<file path="src/rtl/key_pkg.sv">
// Shared definitions for the key register bank: key geometry and the load state encoding.
package key_pkg;

  localparam int KEY_WORD_W    = 32;
  localparam int KEY_NUM_WORDS = 4;
  localparam int KEY_W         = KEY_WORD_W * KEY_NUM_WORDS;
  localparam int KEY_IDX_W     = 2;

  typedef enum logic [1:0] {
    IDLE  = 2'd0,
    LOAD  = 2'd1,
    READY = 2'd2
  } key_load_state_t;

endpackage

</file>
<file path="src/rtl/key_register_bank_if.sv">
// Key configuration bus between the word source (master) and the key register bank (slave).
interface key_register_bank_if import key_pkg::*; #(
  parameter int WORD_W    = KEY_WORD_W,
  parameter int NUM_WORDS = KEY_NUM_WORDS
) ();

  logic                        key_config;
  logic                        in_valid;
  logic [WORD_W-1:0]           key_word_in;
  logic                        key_clear;
  logic [NUM_WORDS*WORD_W-1:0] key_out;
  logic                        key_ready;
  logic [KEY_IDX_W-1:0]        word_index;
  logic                        key_error;

  modport master (
    output key_config,
    output in_valid,
    output key_word_in,
    output key_clear,
    input  key_out,
    input  key_ready,
    input  word_index,
    input  key_error
  );

  modport slave (
    input  key_config,
    input  in_valid,
    input  key_word_in,
    input  key_clear,
    output key_out,
    output key_ready,
    output word_index,
    output key_error
  );

endinterface

</file>
<file path="src/rtl/key_register_bank.sv">
// Collects four key words during a key_config window and holds the assembled
// 128-bit key, flagging it ready until the next load or a clear.
module key_register_bank import key_pkg::*; #(
  parameter int WORD_W    = KEY_WORD_W,
  parameter int NUM_WORDS = KEY_NUM_WORDS
) (
  input  logic              clk,
  input  logic              rst,
  key_register_bank_if.slave bus
);

  localparam logic [KEY_IDX_W-1:0] LAST_IDX = KEY_IDX_W'(NUM_WORDS - 1);

  key_load_state_t      state_q, state_d;
  logic [KEY_IDX_W-1:0] word_index_q, word_index_d;
  logic [WORD_W-1:0]    key_reg_q [NUM_WORDS];
  logic [WORD_W-1:0]    key_reg_d [NUM_WORDS];
  logic                 key_ready_q, key_ready_d;
  logic                 key_error_q, key_error_d;
  logic [NUM_WORDS*WORD_W-1:0] key_out_flat;

  always_ff @(posedge clk or posedge rst) begin
    if (rst) begin
      state_q      <= IDLE;
      word_index_q <= '0;
      key_reg_q    <= '{default: '0};
      key_ready_q  <= 1'b0;
      key_error_q  <= 1'b0;
    end else begin
      state_q      <= state_d;
      word_index_q <= word_index_d;
      key_reg_q    <= key_reg_d;
      key_ready_q  <= key_ready_d;
      key_error_q  <= key_error_d;
    end
  end

  // key_clear overrides any word or config activity in the same cycle
  always_comb begin
    state_d      = state_q;
    word_index_d = word_index_q;
    key_reg_d    = key_reg_q;
    key_ready_d  = key_ready_q;
    key_error_d  = 1'b0;

    if (bus.key_clear) begin
      state_d      = IDLE;
      word_index_d = '0;
      key_reg_d    = '{default: '0};
      key_ready_d  = 1'b0;
    end else begin
      unique case (state_q)
        IDLE: begin
          word_index_d = '0;
          if (bus.key_config && bus.in_valid) begin
            key_reg_d[0] = bus.key_word_in;
            word_index_d = KEY_IDX_W'(1);
            key_ready_d  = 1'b0;
            state_d      = LOAD;
          end
        end

        LOAD: begin
          // A config drop aborts even if a word arrives on the same edge
          if (!bus.key_config) begin
            state_d      = IDLE;
            word_index_d = '0;
            key_error_d  = 1'b1;
          end else if (bus.in_valid) begin
            key_reg_d[word_index_q] = bus.key_word_in;
            if (word_index_q == LAST_IDX) begin
              word_index_d = '0;
              key_ready_d  = 1'b1;
              state_d      = READY;
            end else begin
              word_index_d = word_index_q + KEY_IDX_W'(1);
            end
          end
        end

        READY: begin
          if (!bus.key_config) begin
            state_d = IDLE;
          end else if (bus.in_valid) begin
            key_error_d = 1'b1;
          end
        end

        default: begin
          state_d      = IDLE;
          word_index_d = '0;
        end
      endcase
    end
  end

  always_comb begin
    key_out_flat = '0;
    for (int i = 0; i < NUM_WORDS; i++) begin
      key_out_flat[i*WORD_W +: WORD_W] = key_reg_q[i];
    end
  end

  assign bus.key_out    = key_out_flat;
  assign bus.key_ready  = key_ready_q;
  assign bus.word_index = word_index_q;
  assign bus.key_error  = key_error_q;

endmodule

</file>
<file path="src/flat_wrapper.sv">
// flat-port wrapper written by rule: the top's interface ports become plain ports
module key_register_bank_flat import key_pkg::*;
#(
  parameter int WORD_W    = KEY_WORD_W,
  parameter int NUM_WORDS = KEY_NUM_WORDS
)
  (clk, rst, bus_key_config, bus_in_valid, bus_key_word_in, bus_key_clear, bus_key_out, bus_key_ready, bus_word_index, bus_key_error);
  key_register_bank_if #(.WORD_W(WORD_W), .NUM_WORDS(NUM_WORDS)) bus_i ();
  input  logic clk;
  input  logic rst;
  input wire logic [$bits(bus_i.key_config)-1:0] bus_key_config;
  input wire logic [$bits(bus_i.in_valid)-1:0] bus_in_valid;
  input wire logic [$bits(bus_i.key_word_in)-1:0] bus_key_word_in;
  input wire logic [$bits(bus_i.key_clear)-1:0] bus_key_clear;
  output wire logic [$bits(bus_i.key_out)-1:0] bus_key_out;
  output wire logic [$bits(bus_i.key_ready)-1:0] bus_key_ready;
  output wire logic [$bits(bus_i.word_index)-1:0] bus_word_index;
  output wire logic [$bits(bus_i.key_error)-1:0] bus_key_error;
  assign bus_i.key_config = bus_key_config;
  assign bus_i.in_valid = bus_in_valid;
  assign bus_i.key_word_in = bus_key_word_in;
  assign bus_i.key_clear = bus_key_clear;
  assign bus_key_out = bus_i.key_out;
  assign bus_key_ready = bus_i.key_ready;
  assign bus_word_index = bus_i.word_index;
  assign bus_key_error = bus_i.key_error;
  key_register_bank #(.WORD_W(WORD_W), .NUM_WORDS(NUM_WORDS)) u_core (.clk(clk), .rst(rst), .bus(bus_i));
endmodule
</file>
<file path="config.mk">
export PLATFORM = sky130hd
export DESIGN_NAME = key_register_bank_flat
export DESIGN_NICKNAME = d
export VERILOG_FILES = /design/src/rtl/key_pkg.sv /design/src/rtl/key_register_bank_if.sv /design/src/rtl/key_register_bank.sv /design/src/flat_wrapper.sv
export SDC_FILE = /design/constraint.sdc
export NUM_CORES = 1
export LEC_CHECK = 0
export CAP_MARGIN = 10
export CORE_ASPECT_RATIO = 1.75
export CORE_MARGIN = 1.5
export CORE_UTILIZATION = 43
export CTS_BUF_LIST = sky130_fd_sc_hd__clkbuf_8 sky130_fd_sc_hd__clkbuf_16
export CTS_CLUSTER_DIAMETER = 30
export DETAILED_ROUTE_END_ITERATION = 16
export PLACE_DENSITY = 0.77
export SLEW_MARGIN = 20
export SYNTH_ARGS = -nofsm -noshare
export SYNTH_HDL_FRONTEND = slang
export SYNTH_SLANG_ARGS = --single-unit
</file>
<file path="constraint.sdc">
create_clock -name clk -period 4.36 [get_ports clk]
set_clock_uncertainty 0.1 [all_clocks]
set_input_delay 0.872 -clock clk [delete_from_list [all_inputs] [get_ports clk]]
set_output_delay 0.872 -clock clk [all_outputs]
set_load 0.05 [all_outputs]
</file>
==> metrics.cfg <==
[layout]
nFillCells = 1102
syn2layout_area_growth_pct = 41.2
n_antenna_cell = 0
final_core_util_pct = 61.8
nNetsFinal = 814
layout-drive-gt1-share_pct = 7.67

[critical_path]
r2r_cells = 6
cp_max_fo = 40
worstPathCellList = inv_1 > ha_1 > mux2_2 > a21oi_4 > buf_4 > o21ai_0
critical_path_class = flop to flop
arrival_ns = 3.01
crit_required_ns = 4.52
reg2reg_setup_slack_ns = 1.51
crit_path_top_delay_cell = ha_1
endpoint = u_core.bus.key_out[1]$_DFFE_PP0P_
crit_path_max_incr_delay_ns = 0.52
startpoint = u_core.state_q[1]$_DFFE_PP0P_
start_kind = flop
r2r_start = u_core.state_q[1]$_DFFE_PP0P_
cp-end-kind = flop
r2r-end = u_core.bus.key_out[1]$_DFFE_PP0P_

[drt]
vias = 4969
via_per_inst = 5.21
dr.first_iter.drc_count = 227
final_antenna_net_count = 0
wl_per_cell_um = 17.5
firstDrtPassIters = 6
drc_errors = 0
wl_um = 16600

[pwr]
clockPowerShare_pct = 42.0
p_int_w = 0.00229
power_frac_seq_pct = 41.3
p_per_area_nw_per_um2 = 404
power_frac_comb_pct = 16.7
p_leak_nw = 3.27
switching_power_w = 0.000926
power_w = 0.00322
ir_worst_vdd_v = 0.000271
p_sw_share_pct = 28.8

[global_route]
antenna_found_initial = 0
gr-total-overflow = 0
grt_use_met1_pct = 27.5
track_usage_pct = 25.3
grt_pass1_vias = 5183
use_met2_pct = 43.5
grt_max_degree = 75
top_usage_layer = met2
grt_pass1_wl_um = 26300
grt_use_met3_pct = 4.64

[clocking]
post_cts_buffers = 0
cts_root_buffer = clkbuf_16
ctsResizeCount = 0
clock_path_buffers = 2
htreeDepth = 4
clk-insertion-delay-late_ns = 0.40
cts_buffers = 17
clock_sinks = 134
clk_pin_slew_worst_paths_ns = 0.06
cts_hold_buf = 0
cts_tree = yes

[floorplanning]
io_pins = 169
die_h_um = 154
rows = 55
die_w_um = 89.5
die-area_um2 = 13800
start_util_pct = 43.8
core_um2 = 12900

[timing]
period_needed_ns = 2.85
setup_viol = 0
finalCritPeriodShare_pct = 65.4
worst_pin_slew_ns = 0.979
relSlewSlack_pct = 34.6
rsz0062_at_grt = no
fmax_mhz = 351
hold_viol_final = 0
fin_tns_setup_ns = 0
drv_slew = 0

[logic_synthesis]
netlist_instances = 618
synth_nets = 663
syn_area_per_cell_um2 = 9.11
ys.flop_type = dfrtp_1
yosys.area.top_type = dfrtp_1
ys_async_sr_fraction_pct = 100
synth_edf_count = 0
synth.most_common_cell = nand2_1
syn_area_um2 = 5630
yosysSeqAreaShare_pct = 59.5
synth-seq-cells = 134
yosysWarnings = 0
synthTopCellsByArea = dfrtp_1 60%, nand2_1 17%, a21oi_1 7.6%
synthTopCellsByCount = 259 x nand2_1, 134 x dfrtp_1, 86 x a21oi_1, 28 x o21ai_0, 20 x clkbuf_1
yosysUniqueCellTypes = 32
yosysTopAreaCellShare_pct = 59.5

[placement]
port_buffers = 168
place_hpwl_um = 11500
place.gp.congestion = 0.843

[min_path]
hold_class = flop to flop
min-delay-start = u_core.bus.key_out[9]$_DFFE_PP0P_

[status]
status = finished clean

[job]
drv_cap = 0

## power groups by stage
stage                     combinational, W  sequential [W]  clock (W)
final                             0.000537         0.00133    0.00135
after global routing              0.000574         0.00133    0.00143
after CTS                         0.000540         0.00133    0.00137
after detailed placement          0.000539         0.00135          0
after global placement            0.000528         0.00135          0
after floorplan                   0.000167         0.00152          0
## registers in the layout, summed over array words and instances (netlist names)
register,cells
u_core.state_q,2
u_core.bus.word_index,2
u_core.bus.key_error,1
u_core.bus.key_ready,1
u_core.bus.key_out,128
## metal layers
| metal | part of all wire [%] | wire [um] |
|---|---|---|
| met5 | 0 | 0 |
| met4 | 4.8 | 798 |
| met3 | 5.3 | 881 |
| met2 | 54 | 9000 |
| met1 | 36 | 5950 |
## cells in the final DEF, fill, tap and decap left out, types with 2 or more instances in the layout
cell type / synthesis / layout
nand2b_1: 4 / 4
a21oi_4: 1 / 2
clkdlybuf4s50_1: 0 / 167
a21oi_1: 86 / 86
nand4_1: 2 / 2
buf_4: 0 / 10
inv_1: 7 / 7
nand2_1: 259 / 259
inv_6: 0 / 2
clkbuf_16: 0 / 17
dfrtp_1: 134 / 134
a21oi_2: 14 / 13
nor2_1: 4 / 4
and4_1: 2 / 2
mux2i_1: 2 / 2
clkinvlp_4: 0 / 4
nand3_1: 2 / 2
o21ai_1: 6 / 6
clkinv_2: 0 / 4
clkbuf_8: 0 / 3
o22ai_1: 2 / 2
o21ai_0: 28 / 28
ha_1: 8 / 8
## area by class of cell
type                       count  area [um2]  share of cell area [%]
clock inverter                12         103                    1.29
clock buffer                  20         467                    5.87
tap                          171         214                    2.69
multi-input combinational    431        2020                    25.4
sequential                   134        3350                    42.2
timing repair buffer         178        1770                    22.2
inverter                       7        30.0                   0.378
## worst min-delay path by stage
| stage | to | slack (ns) | cells past startpoint |
|---|---|---|---|
| final | u_core.bus.key_out[9]$_DFFE_PP0P_ | 0.38 | 2 |
| after floorplan | u_core.state_q[0]$_DFFE_PP0P_ | 0.44 | 2 |
| after CTS | u_core.bus.key_out[18]$_DFFE_PP0P_ | 0.38 | 2 |
| after detailed placement | u_core.bus.key_out[18]$_DFFE_PP0P_ | 0.37 | 2 |
| after global routing | u_core.bus.key_out[7]$_DFFE_PP0P_ | 0.41 | 2 |
| after global placement | u_core.bus.key_out[18]$_DFFE_PP0P_ | 0.36 | 2 |
## worst max-delay path, delay by kind of cell, from the launching register on
kind            cells  cell delay (ns)
buf+inv             2             0.58
fa+ha+maj           1             0.52
compound gates      2             0.68
mux                 1             0.43
flops               1             0.38
## cells by family after synthesis
| kind of cell | count (synthesis) | share of synthesized area [%] |
|---|---|---|
| buffers and inverters | 53 | 4.71 |
| AO/OA/AOI/OAI | 142 | 14.1 |
| AND/OR/NAND/NOR | 278 | 19.3 |
| adder cells (fa/ha/maj) | 8 | 1.78 |
| flip-flops | 134 | 59.5 |
| multiplexers | 3 | 0.555 |
## metrics by stage
stage | std cells | setup slack (ns) | hold WS [ns] | cell area (um2)
2_1_floorplan | 618 | 1.72 | 0.435 | 5640
3_3_place_gp | 921 | 1.26 | 0.362 | 7380
3_5_place_dp | 921 | 1.08 | 0.370 | 7380
4_1_cts | 953 | 1.51 | 0.383 | 7950
5_1_grt | 953 | 1.27 | 0.414 | 7950
6_report | 953 | 1.51 | 0.376 | 7950
(Power assumes the default switching activity.)
